$ cat src/rtl/shift_pkg.sv
// Shared definitions for the serial shift transmit/receive blocks.
package shift_pkg;

  typedef enum logic {
    IDLE  = 1'b0,
    SHIFT = 1'b1
  } rx_state_t;

  localparam logic DIR_LEFT  = 1'b0;
  localparam logic DIR_RIGHT = 1'b1;

  localparam int unsigned N_DEFAULT = 8;

endpackage

$ cat src/rtl/serial_to_parallel_nbit_if.sv
// Serial input stream plus parallel word handshake for the serial-to-parallel receiver.
interface serial_to_parallel_nbit_if #(
  parameter int unsigned N = shift_pkg::N_DEFAULT
);

  logic         sin;
  logic         sin_valid;
  logic         frame_start;
  logic         dir;
  logic [N-1:0] pout;
  logic         pout_valid;
  logic         pout_ready;
  logic         overrun;
  logic         busy;

  // master drives the serial link and consumes words; slave is the receiver
  modport master (
    output sin, sin_valid, frame_start, dir, pout_ready,
    input  pout, pout_valid, overrun, busy
  );

  modport slave (
    input  sin, sin_valid, frame_start, dir, pout_ready,
    output pout, pout_valid, overrun, busy
  );

endinterface

$ cat src/rtl/serial_to_parallel_nbit_frame_bit_counter.sv
// Mod-N bit counter for one frame; done flags the increment that reaches N.
module frame_bit_counter #(
  parameter int unsigned N = 8
) (
  input  logic clk,
  input  logic rst_n,
  input  logic clr,
  input  logic load1,
  input  logic inc,
  output logic done
);

  localparam int unsigned CW = $clog2(N + 1);

  logic [CW-1:0] cnt;

  assign done = inc && !clr && !load1 && (cnt == CW'(N - 1));

  // Wraps to zero on the Nth bit so the next frame starts from a clean count
  always_ff @(posedge clk or negedge rst_n) begin
    if (!rst_n) begin
      cnt <= '0;
    end else if (clr) begin
      cnt <= '0;
    end else if (load1) begin
      cnt <= CW'(1);
    end else if (inc) begin
      cnt <= done ? '0 : cnt + CW'(1);
    end
  end

endmodule

$ cat src/rtl/serial_to_parallel_nbit.sv
// Serial-in/parallel-out receiver: frames N-bit words from a qualified serial
// stream and presents them on a registered valid/ready port.
module serial_to_parallel_nbit
  import shift_pkg::*;
#(
  parameter int unsigned N = N_DEFAULT
) (
  input logic                     clk,
  input logic                     rst_n,
  serial_to_parallel_nbit_if.slave bus
);

  rx_state_t    state;
  logic [N-1:0] sreg;
  logic         dir_q;
  logic [N-1:0] pout_q;
  logic         pout_valid_q;
  logic         overrun_q;

  logic         start_c;
  logic         inc_c;
  logic         clr_c;
  logic         done_c;
  logic [N-1:0] word_c;

  function automatic logic [N-1:0] shift_in(input logic [N-1:0] cur,
                                            input logic         b,
                                            input logic         d);
    return (d == DIR_LEFT) ? {cur[N-2:0], b} : {b, cur[N-1:1]};
  endfunction

  // A qualified frame-start restarts the word from either state
  assign start_c = bus.sin_valid && bus.frame_start;
  assign inc_c   = (state == SHIFT) && bus.sin_valid && !bus.frame_start;
  assign clr_c   = (state == IDLE) && !start_c;
  assign word_c  = shift_in(sreg, bus.sin, dir_q);

  frame_bit_counter #(.N(N)) u_cnt (
    .clk   (clk),
    .rst_n (rst_n),
    .clr   (clr_c),
    .load1 (start_c),
    .inc   (inc_c),
    .done  (done_c)
  );

  always_ff @(posedge clk or negedge rst_n) begin
    if (!rst_n) begin
      state        <= IDLE;
      sreg         <= '0;
      dir_q        <= DIR_LEFT;
      pout_q       <= '0;
      pout_valid_q <= 1'b0;
      overrun_q    <= 1'b0;
    end else begin
      overrun_q <= 1'b0;
      if (pout_valid_q && bus.pout_ready) begin
        pout_valid_q <= 1'b0;
      end
      if (start_c) begin
        state <= SHIFT;
        dir_q <= bus.dir;
        sreg  <= shift_in('0, bus.sin, bus.dir);
      end else if (inc_c) begin
        sreg <= word_c;
        if (done_c) begin
          state <= IDLE;
          // Buffer is free if empty or being drained on this same edge
          if (!pout_valid_q || bus.pout_ready) begin
            pout_q       <= word_c;
            pout_valid_q <= 1'b1;
          end else begin
            overrun_q <= 1'b1;
          end
        end
      end
    end
  end

  assign bus.pout       = pout_q;
  assign bus.pout_valid = pout_valid_q;
  assign bus.overrun    = overrun_q;
  assign bus.busy       = (state == SHIFT);

endmodule
$ cat src/flat_wrapper.sv
// flat-port wrapper written by rule: the top's interface ports become plain ports
module serial_to_parallel_nbit_flat import shift_pkg::*;
#(
  parameter int unsigned N = N_DEFAULT
)
  (clk, rst_n, bus_sin, bus_sin_valid, bus_frame_start, bus_dir, bus_pout_ready, bus_pout, bus_pout_valid, bus_overrun, bus_busy);
  serial_to_parallel_nbit_if #(.N(N)) bus_i ();
  input logic clk;
  input logic rst_n;
  input wire logic [$bits(bus_i.sin)-1:0] bus_sin;
  input wire logic [$bits(bus_i.sin_valid)-1:0] bus_sin_valid;
  input wire logic [$bits(bus_i.frame_start)-1:0] bus_frame_start;
  input wire logic [$bits(bus_i.dir)-1:0] bus_dir;
  input wire logic [$bits(bus_i.pout_ready)-1:0] bus_pout_ready;
  output wire logic [$bits(bus_i.pout)-1:0] bus_pout;
  output wire logic [$bits(bus_i.pout_valid)-1:0] bus_pout_valid;
  output wire logic [$bits(bus_i.overrun)-1:0] bus_overrun;
  output wire logic [$bits(bus_i.busy)-1:0] bus_busy;
  assign bus_i.sin = bus_sin;
  assign bus_i.sin_valid = bus_sin_valid;
  assign bus_i.frame_start = bus_frame_start;
  assign bus_i.dir = bus_dir;
  assign bus_i.pout_ready = bus_pout_ready;
  assign bus_pout = bus_i.pout;
  assign bus_pout_valid = bus_i.pout_valid;
  assign bus_overrun = bus_i.overrun;
  assign bus_busy = bus_i.busy;
  serial_to_parallel_nbit #(.N(N)) u_core (.clk(clk), .rst_n(rst_n), .bus(bus_i));
endmodule
$ cat config.mk
export PLATFORM = sky130hd
export DESIGN_NAME = serial_to_parallel_nbit_flat
export DESIGN_NICKNAME = d
export VERILOG_FILES = /design/src/rtl/shift_pkg.sv /design/src/rtl/serial_to_parallel_nbit_if.sv /design/src/rtl/serial_to_parallel_nbit_frame_bit_counter.sv /design/src/rtl/serial_to_parallel_nbit.sv /design/src/flat_wrapper.sv
export SDC_FILE = /design/constraint.sdc
export NUM_CORES = 1
export LEC_CHECK = 0
export ABC_CLOCK_PERIOD_IN_PS = 1340
export BUFFER_PORTS_ARGS = -buffer_cell sky130_fd_sc_hd__buf_2
export CORE_MARGIN = 2
export CORE_UTILIZATION = 49
export DETAILED_ROUTE_END_ITERATION = 12
export PLACE_DENSITY = 0.85
export SLEW_MARGIN = 20
export SYNTH_ARGS = -nofsm -noshare
export SYNTH_HDL_FRONTEND = slang
export SYNTH_SLANG_ARGS = --single-unit
export TNS_END_PERCENT = 5
$ cat constraint.sdc
create_clock -name clk -period 1.34 [get_ports clk]
set_input_delay 0.268 -clock clk [delete_from_list [all_inputs] [get_ports clk]]
set_output_delay 0.268 -clock clk [all_outputs]
set_load 0.02 [all_outputs]
**Yosys cells after proc, flatten, opt, wreduce, memory -nomap -nowiden**

Index checks and enable logic that the tools add are counted.

- Add/sub/neg operators: 1
- Mux-type cells: 20
- Reductions and logical operators: 18
- Bitwise gates (word level): 2
- Equality and inequality tests: 1

Operators by type and width:

| operator | number |
|---|---|
| $mux 8 | 4 |
| $mux 4 | 4 |
| $mux 1 | 12 |
| $logic_and 1x1->1 | 8 |
| $add 4x1->4 const B | 1 |
| $eq 4x3->1 const B | 1 |
| $logic_not 1->1 | 4 |
| $reduce_and 4->1 | 1 |
| $reduce_bool 2->1 | 2 |
| $reduce_bool 3->1 | 1 |
| $not 1->1 | 2 |
| $reduce_and 2->1 | 1 |
| $logic_or 1x1->1 | 1 |

- Bits in registers: 24
- Word-level logic and storage cells: 49
- Output and inout port bits: 11
- Input port bits: 7

**Longest topological paths before layout**

Gate-level depths: netlist (run 1).

- Depth in word-level cells: 11
- Mapped depth: 5
- Gate-level depth less buffers: 4

**Cells and area by module**

A second synthesis (run 1) with hierarchy kept.

- Cell total of the unflattened synthesis: 98
- Area, all modules: 1,157.4 um^2

Modules (own cells, without submodules):

| module | sequential area each (um^2) | cells an instance | area an instance (um^2) | times used |
|---|---|---|---|---|
| serial_to_parallel_nbit | 500.5 | 75 | 910.9 | 1 |
| frame_bit_counter | 100.1 | 23 | 246.5 | 1 |

**Worst setup path after synthesis (run 1)**

No wires, ideal clock.

- Kind: reg-to-reg
- Start point: reg u_core.state (netlist: u_core.bus.busy)
- End point: reg u_core.pout_q[0] (netlist: u_core.bus.pout[0])
- Cell stages (with the launch flop): 6
- Slack: -0.207 ns
- Library setup time: 0.125 ns
- Required time: 1.215 ns
- Arrival: 1.422 ns
- Path buffers: 2
- Clock period less this slack: 1.547 ns
- Cell sequence: dfrtp_1 -> buf_2 -> nand3b_4 -> nor3b_2 -> buf_6 -> mux2_4

- Word-level cells in the longest chain between the ends: 7
- Elaborated cells between the ends (all ways): 9
- Those cells by class: bitwise (1); reduce/logical (8)

RTL lines:

| element | line | text |
|---|---|---|
| start, declared | serial_to_parallel_nbit.sv:13 | `rx_state_t state;` |
| start signal, assigned | serial_to_parallel_nbit.sv:49 | `state <= IDLE;` |
| start signal, assigned | serial_to_parallel_nbit.sv:61 | `state <= SHIFT;` |
| start signal, assigned | serial_to_parallel_nbit.sv:67 | `state <= IDLE;` |
| $not 1->1 | serial_to_parallel_nbit.sv:35 | `assign clr_c = (state == IDLE) && !start_c;` |
| $logic_and 1x1->1 | serial_to_parallel_nbit.sv:35 |  |
| $logic_not 1->1 | serial_to_parallel_nbit_frame_bit_counter.sv:17 | `assign done = inc && !clr && !load1 && (cnt == CW'(N - 1));` |
| $logic_and 1x1->1 (3 in series) | serial_to_parallel_nbit_frame_bit_counter.sv:17 |  |
| $reduce_and 4->1 (no source line) * | n/a |  |
| end signal, assigned | serial_to_parallel_nbit.sv:70 | `pout_q <= word_c;` |
| end, declared | serial_to_parallel_nbit.sv:16 | `logic [N-1:0] pout_q;` |

Every way passes the cells marked *; elsewhere a longest branch is shown, timed or not.
A chain may end at the register's enable or synchronous reset.

**Worst setup path after layout (run 1)**

- Start point: reg u_core.u_cnt.cnt[0]
- End point: reg u_core.pout_q[7] (netlist: u_core.bus.pout[7])

- Word-level cells in the longest chain between the ends: 3

RTL lines:

| element | line | text |
|---|---|---|
| start, declared | serial_to_parallel_nbit_frame_bit_counter.sv:15 | `logic [CW-1:0] cnt;` |
| start signal, assigned | serial_to_parallel_nbit_frame_bit_counter.sv:28 | `cnt <= done ? '0 : cnt + CW'(1);` |
| $eq 4x3->1 | serial_to_parallel_nbit_frame_bit_counter.sv:17 |  |
| $logic_and 1x1->1 | serial_to_parallel_nbit_frame_bit_counter.sv:17 |  |
| $reduce_and 4->1 (no source line) | n/a |  |

Every way passes these cells.

==> results.cfg, run 1 <==
[cells_and_area]
diodes = 0
final_area_sq_um = 1424
drive_gt1_share_pct = 37.31
postLayoutCoreUtil_pct = 64.37
num-nets-final = 143
nFillCells = 177
syn_to_final_growth_pct = 23.29

[worst_hold_path]
min_to = u_core.bus.overrun
hold_class = in2reg
hp-start = bus_pout_ready
worstHoldPathCells = 3

[floorplanning]
core_sq_um = 2212
die_h_um = 52.55
die-width_um = 52.55
rows = 17
io_pins = 18
initial_utilization_pct = 52.21
fp.dieArea_sq_um = 2761

[power_and_ir_drop]
total_leakage_power_uw = 0.0006989
ir_worst_vdd_v = 0.0006385
power_density_nw_per_um2 = 1271

[sta]
hold_viol_final = 0
fmax_mhz = 703.9
fin_skew_ns = 0.01195
finalSetupViolCount = 8
maxSlewHeadroom_pct = 63.15
drv_slew = 0
finalCriticalPeriod_ns = 1.421
setup_tns_ns = -0.4658
tightest_slew_ns = 0.5528
rsz0062_at_grt = yes
fin_crit_sh_pct = 106.0
setup_slack_ns = -0.08058

[worst_setup_path]
r2r_setup_slack_ns = -0.08
r2r_end = u_core.bus.pout[7]
worstPathRequired_ns = 1.56
critPathCaptureType = flip-flop
r2r_cells = 5
crit_arrival_ns = 1.64
crit_fanout = 6
worstSetupStartpointType = flip-flop
path_class = reg2reg
rr_startpoint = u_core.u_cnt.cnt[0]

[clock_tree]
cts_root_buf = clkbuf_4
clock_path_buffers = 2
clock_latency_ns = 0.32
clock-sinks = 24
clkTransAtPathRegs_ns = 0.13
cts_tree = done
cts_made_buffers = 3
ctsHtreeMaxLevel = 1

[synth]
seq_area_frac_synth_pct = 52.00
ys_async_sr_fraction_pct = 100.0
yosysTopAreaCell = dfrtp_1
yosys_warnings = 0
netlist_instances = 100
syn_area_sq_um = 1155
synth.distinct_cells = 29
synth-edff-count = 0
synth_top_area_share_pct = 52.00
ys_ff_latch = 24
ys_top_cells_by_area = dfrtp_1, mux2i_1, mux2_2, mux2_4, nand2_1
syn_avg_cell_area_sq_um = 11.55
ys.flop_type = dfrtp_1
synth_fp_nets = 108

[global_routing]
gr-usage-all-layers_pct = 19.87
grt_pass1_wl_um = 3912
overflow = 0
antenna_found_initial = 0
grt_max_degree = 25
grt_pass1_vias = 881

[detailed_routing]
drc = 0
drt-vias-per-instance = 5.395
wl_per_cell_um = 14.14
via_count = 874
firstDrtPassIters = 4
drt_iter0_drc = 12
finalWirelength_um = 2290
postRouteAntennaNets = 0

[run]
cap_violations = 0

[place]
place_congestion = 0.7612
dpl_cell_area_sq_um = 1351
post-place-ws_ns = -0.09742
placement.io_buffers = 17
hpwl_um = 1711

[status]
status = complete, but fails checks
violations = setup timing
registers in the layout (all words and copies together), names as in the netlist:
signal / count
u_core.bus.busy: 1
u_core.bus.overrun: 1
u_core.bus.pout: 8
u_core.bus.pout_valid: 1
u_core.dir_q: 1
u_core.sreg: 8
u_core.u_cnt.cnt: 4
synthesized netlist by cell type, types with 3 or more instances:
cell	count
mux2i_1	11
a21oi_1	3
nor2_1	3
mux2_4	3
inv_1	6
o21ai_0	7
mux2_2	4
nand2_1	12
buf_2	3
dfrtp_1	24
cells by family (layout without fill, tap and decap cells):
logic type | Yosys count | count (layout) | share of synthesized area, %
fa+ha+maj | 1 | 1 | 1.083
compound gates | 17 | 17 | 9.316
buf+inv | 11 | 45 | 5.200
flops | 24 | 24 | 52.00
simple gates | 29 | 29 | 15.06
mux | 18 | 18 | 17.33
layer usage:
metal / vias up / GRT usage, % / part of all wire, %
li1: 415 / - / -
met1: 428 / 25.28 / 45
met2: 25 / 31.87 / 48
met3: 6 / 5.429 / 4.4
met4: 0 / 8.120 / 1.8
met5: - / 0 / 0
per-stage QoR:
stage	hold slack [ns]	instances	power [uW]
after global placement	0.2721	155	1439
final	0.2124	162	1810
after floorplan	-0.02759	100	1255
after global routing	0.1928	162	1920
after CTS	0.2083	161	1805
after detailed placement	0.2823	155	1466
critical path: stages (launching register included):
cell and delay (ns):
dfrtp_1 0.38, ha_2 0.19, nand3b_1 0.11, nor3b_2 0.16, buf_4 0.18, mux2_4 0.30
layout make-up:
type | instances | area (sq um) | share of cell area, %
Timing Repair Buffer | 35 | 236.5 | 16.61
Inverter | 6 | 22.52 | 1.582
Clock buffer | 4 | 26.28 | 1.845
Multi-Input combinational cell | 65 | 501.7 | 35.24
Sequential cell | 24 | 601.8 | 42.27
Tap cell | 28 | 35.03 | 2.460
worst max-delay path by stage:
stage,startpoint,to,slack [ns],cells past startpoint
after detailed placement,u_core.u_cnt.cnt[1],u_core.bus.pout[5],-0.1,6
after global placement,u_core.u_cnt.cnt[0],u_core.bus.pout[7],-0.0009,5
final,u_core.u_cnt.cnt[0],u_core.bus.pout[7],-0.08,5
after global routing,u_core.u_cnt.cnt[1],u_core.bus.pout[6],-0.20,6
after floorplan,u_core.bus.busy,u_core.bus.pout[0],-0.09,5
after CTS,u_core.u_cnt.cnt[0],u_core.bus.pout[7],-0.08,5
repair_timing:
item | 4_1_cts | 5_1_grt
hold endpoints to repair | 24 | 0
endpoints found under the setup margin | 9 | 9
pin swaps | 1 | 0
resized for setup | 4 | 2
hold buffers | 1 | 0
cloned | 0 | 0
buffers inserted | 1 | 1
where the power goes:
| group | leakage (uW) | switching [uW] | internal, uW |
|---|---|---|---|
| logic | 0.000385 | 283 | 270 |
| clock network | 0.0000150 | 210 | 116 |
| registers | 0.000299 | 85.6 | 846 |
layout by cell type (no fill, tap or decap):
cell type / n
clkbuf_4: 3
o21ai_1: 1
mux2_2: 4
a21oi_1: 3
nand3b_1: 1
nor2b_1: 2
dfrtp_2: 1
and4_1: 1
clkbuf_1: 1
a32o_1: 2
o21ai_0: 7
and4b_1: 1
or2_2: 1
buf_6: 3
buf_4: 15
nor2_1: 3
and3_1: 1
dfrtp_1: 23
mux2i_1: 11
buf_2: 16
nor3b_2: 1
nand2b_1: 2
nand3_2: 1
a21boi_0: 2
mux2_4: 3
a221o_1: 1
nand4bb_1: 1
nand2_1: 12
inv_1: 6
dlygate4sd3_1: 1
o31ai_1: 1
nand3b_4: 1
ha_2: 1
nor3_1: 1
Note: power is estimated with default switching activity, not from simulation.
==> run 2, diff against run 1 <==
--- a/config.mk
+++ b/config.mk
@@ -10,6 +10,7 @@
 export CORE_MARGIN = 2
 export CORE_UTILIZATION = 49
 export DETAILED_ROUTE_END_ITERATION = 12
+export MAX_ROUTING_LAYER = met4
 export PLACE_DENSITY = 0.85
 export SLEW_MARGIN = 20
 export SYNTH_ARGS = -nofsm -noshare
==> run 2 against run 1 <==
Compared with the run above: the flow still finishes with violations (setup timing); critical path depth did not move; critical endpoint unchanged; clock power barely moved; combinational power barely moved; wire length fell by 0.66%; cell area did not move; sequential power barely moved; sequential share of layout area did not move; die area did not move; largest cell class unchanged; clock-buffer cell count did not move; final cell count did not move; fmax fell by 0.26%.
==> results.cfg, run 2 (synthesized netlist as in run 1, its figures left out) <==
[power_and_ir_drop]
p_int_uw = 1232
total_leakage_power_uw = 0.0006989
seqPwrFrac_pct = 51.6
ir_worst_vdd_v = 0.0006419
netSwitchingFraction_pct = 31.87
p_clk_share_pct = 17.9
power_density_nw_per_um2 = 1270
pwr-share-comb_pct = 30.5
power_switching_uw = 576.3

[cells_and_area]
final_area_sq_um = 1424
postLayoutCoreUtil_pct = 64.37
final_common_cell = dfrtp_1
diodes = 0
drive_gt1_share_pct = 37.31
num-nets-final = 143
syn_to_final_growth_pct = 23.29
layout_common_cells = dfrtp_1, buf_2, buf_4
layoutNonFillerInstCount = 162

[sta]
fin_crit_sh_pct = 106.3
tightest_slew_ns = 0.5390
rsz0062_at_grt = yes
fin_skew_ns = 0.01151
finalCriticalPeriod_ns = 1.424
maxSlewHeadroom_pct = 64.07
fmax_mhz = 702.1
finalSetupViolCount = 8
hold_viol_final = 0
drv_slew = 0
setup_slack_ns = -0.08427

[clock_tree]
cts_tree = done
clkTransAtPathRegs_ns = 0.13
clock_latency_ns = 0.31
cts_made_buffers = 3
clock_path_buffers = 2
cts_root_buf = clkbuf_4
clock-sinks = 24
ctsHtreeMaxLevel = 1

[worst_setup_path]
crit_fanout = 6
crit_path_top_delay_cell = dfrtp_1
cp_cell_sequence = ha_2 > nand3b_1 > nor3b_2 > buf_4 > mux2_4
path_class = reg2reg
worstPathRequired_ns = 1.56
slowest_delay_ns = 0.38
worstSetupStartpointType = flip-flop
critPathCaptureType = flip-flop
crit_family = flip-flops
crit_buf_inv = 1
crit_arrival_ns = 1.64

[floorplanning]
core_sq_um = 2212
initial_utilization_pct = 52.21
die_h_um = 52.55
rows = 17
io_pins = 18
die-width_um = 52.55
fp.dieArea_sq_um = 2761

[detailed_routing]
drt_iter0_drc = 16
via_count = 877
firstDrtPassIters = 4
drc = 0
finalWirelength_um = 2275
postRouteAntennaNets = 0
wl_per_cell_um = 14.04
drt-vias-per-instance = 5.414

[status]
violations = setup timing
status = complete, but fails checks

[place]
dpl_cell_area_sq_um = 1351
place_congestion = 0.7713
dp.cells = 155
placement.io_buffers = 17
hpwl_um = 1711

[global_routing]
antenna_found_initial = 0
grt_max_degree = 25
gr-usage-all-layers_pct = 20.20
grt_pass1_wl_um = 3912
grt_pass1_vias = 885
overflow = 0

[worst_hold_path]
hold_class = in2reg

[run]
cap_violations = 0
-- run 2: cell counts in the layout (fill, tap and decap cells not counted) --
Identical to the previous run, type by type.
-- run 2: final timing paths --
| path | endpoint | cells after the start | startpoint | slack [ns] |
|---|---|---|---|---|
| setup / recovery | u_core.bus.pout[7] | 5 | u_core.u_cnt.cnt[0] | -0.08 |
| hold / removal | u_core.bus.overrun | 3 | bus_pout_ready | 0.21 |
| setup reg to reg | u_core.bus.pout[7] | 5 | u_core.u_cnt.cnt[0] | -0.08 |
| hold reg to reg | u_core.sreg[0] | 2 | u_core.sreg[0] | 0.49 |
| max in group asynchronous | u_core.bus.busy | 2 | rst_n | 0.51 |
| min in group asynchronous | u_core.bus.busy | 2 | rst_n | 0.45 |
-- run 2: cell type report --
type | instances | area, sq um
Sequential cell | 24 | 601.8
Timing Repair Buffer | 35 | 236.5
Clock buffer | 4 | 26.28
Inverter | 6 | 22.52
Multi-Input combinational cell | 65 | 501.7
Tap cell | 28 | 35.03
Fill cell | 177 | 788.3
-- run 2: timing repair --
action,in CTS,in global routing
resized for setup,4,2
pin swaps,1,0
endpoints found under the setup margin,9,9
endpoints found under the hold margin,24,0
setup buffers,1,1
hold buffers,1,0
-- run 2: metal layers --
metal	up-vias	global-route usage [%]	wire (um)
met5	-	-	0
met4	0	8.120	42
met3	6	4.571	91
met2	22	31.87	1086
met1	430	25.28	1054
li1	419	-	-
-- run 2: power groups by stage --
stage | clock network, uW | logic, uW | registers (uW)
global route | 363 | 602 | 951
CTS | 335 | 540 | 930
global placement | 0 | 505 | 934
finish | 324 | 551 | 932
detailed placement | 0 | 524 | 943
floorplan | 0 | 241 | 1010
-- run 2: per-stage QoR --
stage	setup slack [ns]	setup TNS [ns]	hold slack (ns)	power (uW)
6_report	-0.08427	-0.4930	0.2143	1808
3_5_place_dp	-0.09742	-0.4921	0.2823	1466
5_1_grt	-0.1960	-1.492	0.1981	1916
2_1_floorplan	-0.09268	-0.2781	-0.02759	1255
4_1_cts	-0.08275	-0.4853	0.2083	1805
3_3_place_gp	-0.0008554	-0.001809	0.2721	1439
-- run 2: worst min-delay path: cells and delay by family --
| kind | cells | cell delay [ns] |
|---|---|---|
| buffers and inverters | 1 | 0.07 |
| AND/OR/NAND/NOR | 2 | 0.17 |
==> run 3, diff against run 2 <==
--- a/config.mk
+++ b/config.mk
@@ -5,6 +5,7 @@
 export SDC_FILE = /design/constraint.sdc
 export NUM_CORES = 1
 export LEC_CHECK = 0
+export ABC_AREA = 1
 export ABC_CLOCK_PERIOD_IN_PS = 1340
 export BUFFER_PORTS_ARGS = -buffer_cell sky130_fd_sc_hd__buf_2
 export CORE_MARGIN = 2
==> run 3 against run 2 <==
Compared with the run above: the flow now finishes without violations; clock power up 12%; sequential power down 8.2%; non-clock buffer count down 13; core utilization down 3.6 points; critical path depth down 4; synthesized cell count up 47%; clock-buffer cell count unchanged; worst hold slack better by 0.029 ns; die area down 0.29%.
==> results.cfg, run 3 <==
[cells_and_area]
final_common_cell = nand2_1
layout_common_cells = nand2_1, dfrtp_1, o21ai_0, buf_2
layoutNonFillerInstCount = 198
seq_area_sq_um = 601.8
diodes = 0
num-nets-final = 179
syn_to_final_growth_pct = 16.85
multi_input_area_sq_um = 486.7
drive_gt1_share_pct = 18.24
nFillCells = 194

[floorplanning]
rows = 17
die-width_um = 52.47
initial_utilization_pct = 52.04
io_pins = 18
fp.dieArea_sq_um = 2753
core_sq_um = 2212
die_h_um = 52.47

[synth]
synth.area.mux_share_pct = 0
ys.flop_type = dfrtp_1
yosys_warnings = 0
synthTopCellsByCount = nand2_1, dfrtp_1, o21ai_0
synth_fa_ha_area_share_pct = 1.087
netlist_instances = 147
ys_ff_latch = 24
synth_top_area_share_pct = 52.17
yosysTopAreaCell = dfrtp_1
synth_top_family_by_area = simple AND/OR/NAND/NOR gates
syn_avg_cell_area_sq_um = 7.831
yosys.area_share.xor_xnor_pct = 0
synth.most_common_cell = nand2_1
synth_compound_area_share_pct = 9.022
seq_area_frac_synth_pct = 52.17
yosys.area_share.simple_pct = 31.30
synth-edff-count = 0
synth.distinct_cells = 15
synth_fp_nets = 155
ys_async_sr_fraction_pct = 100.0
ys_top_cells_by_area = dfrtp_1, nand2_1, o21ai_0, nand3_1, inv_1
syn_area_sq_um = 1151

[place]
place_congestion = 0.9023
placement.io_buffers = 17
dp.cells = 193
hpwl_um = 1684
post-place-ws_ns = 0.06170

[power_and_ir_drop]
total_leakage_power_uw = 0.0007224
ir_worst_vdd_v = 0.0006943
power_density_nw_per_um2 = 1148

[detailed_routing]
drt-vias-per-instance = 5.116
via_count = 1013
firstDrtPassIters = 4
drc = 0
wl_per_cell_um = 11.02
drt_iter0_drc = 22
postRouteAntennaNets = 0
finalWirelength_um = 2182

[sta]
finalSetupViolCount = 0
hold_viol_final = 0
rsz0062_at_grt = no
drv_slew = 0
fin_crit_sh_pct = 90.89
fmax_mhz = 821.1
holdWs_ns = 0.2435
setup_slack_ns = 0.1221
setup_tns_ns = 0
tightest_slew_ns = 0.5035
maxSlewHeadroom_pct = 66.44
fin_skew_ns = 0.002650
finalCriticalPeriod_ns = 1.218

[global_routing]
grt_max_degree = 25
grt_pass1_wl_um = 3836
grt_pass1_vias = 859
antenna_found_initial = 0
overflow = 0
gr-usage-all-layers_pct = 19.40

[worst_setup_path]
crit_path_top_delay_cell = dfrtp_1
crit_fanout = 6
slowest_delay_ns = 0.45
crit_family = flip-flops
critPathCaptureType = primary output
crit_arrival_ns = 0.95
cp_cell_sequence = buf_2
path_class = reg2out
worstSetupStartpointType = flip-flop
crit_buf_inv = 1
worstPathRequired_ns = 1.07

[clock_tree]
cts_tree = done
clock_latency_ns = 0.30
clock_path_buffers = 2
ctsHtreeMaxLevel = 1
cts_root_buf = clkbuf_4
clock-sinks = 24
clkTransAtPathRegs_ns = 0.12
cts_made_buffers = 3

[run]
cap_violations = 0

[status]
status = finished clean

[worst_hold_path]
hold_class = in2reg
[run 3: cell count changes after synthesis, moves of 3 or more]
cell	previous run	this run
nand2_1	12	53
mux2i_1	11	0
inv_1	6	16
nand3_1	1	16
nor2_1	3	9
mux2_2	4	0
o21ai_0	7	17
mux2_4	3	0
[run 3: metal layers]
metal  track usage (%)  routed length (um)  up-vias
met1             26.72                1082      468
met2             29.17                 988       27
li1                  -                   -      516
met3             2.571                  93        2
met4             7.692                  18        0
met5                 -                   0        -
[run 3: kinds of logic after synthesis]
logic type | after synthesis
AO/OA/AOI/OAI | 20
adder cells (fa/ha/maj) | 1
flip-flops | 24
AND/OR/NAND/NOR | 83
buffers and inverters | 19
[run 3: final cells by class]
class / instances / area share (%)
sequential: 24 / 44.74
multi-input combinational: 104 / 36.19
timing repair buffer: 22 / 9.302
inverter: 16 / 4.465
clock buffer: 4 / 2.698
tap: 28 / 2.605
[run 3: final timing paths]
path	from	to	slack [ns]	cells after the start
min	bus_dir	u_core.dir_q	0.24	3
max reg2reg	u_core.u_cnt.cnt[0]	u_core.bus.pout[2]	0.13	6
max	u_core.bus.busy	bus_busy	0.12	1
max in group asynchronous	rst_n	u_core.dir_q	0.52	2
min in group asynchronous	rst_n	u_core.sreg[5]	0.45	2
min reg2reg	u_core.bus.pout[6]	u_core.bus.pout[6]	0.49	2
[run 3: report_power, final]
part	total [uW]	internal [uW]	switching [uW]
Combinational	325	121	204
Clock	363	166	198
Sequential	856	798	57.4
Total	1540	1090	459
[run 3: timing repair]
action | 4_1_cts | 5_1_grt
resized for setup | 0 | 4
buffers inserted | 0 | 0
hold buffers | 1 | 0
endpoints found under the hold margin | 24 | 0
setup endpoints to repair | 0 | 11
[run 3: metrics by stage]
stage / total power [uW] / cell area [sq um] / util (%)
2_1_floorplan: 1062 / 1151 / -
3_3_place_gp: 1172 / 1287 / 58.20
3_5_place_dp: 1187 / 1287 / 58.20
4_1_cts: 1555 / 1334 / 60.29
5_1_grt: 1643 / 1345 / 60.80
6_report: 1544 / 1345 / 60.80
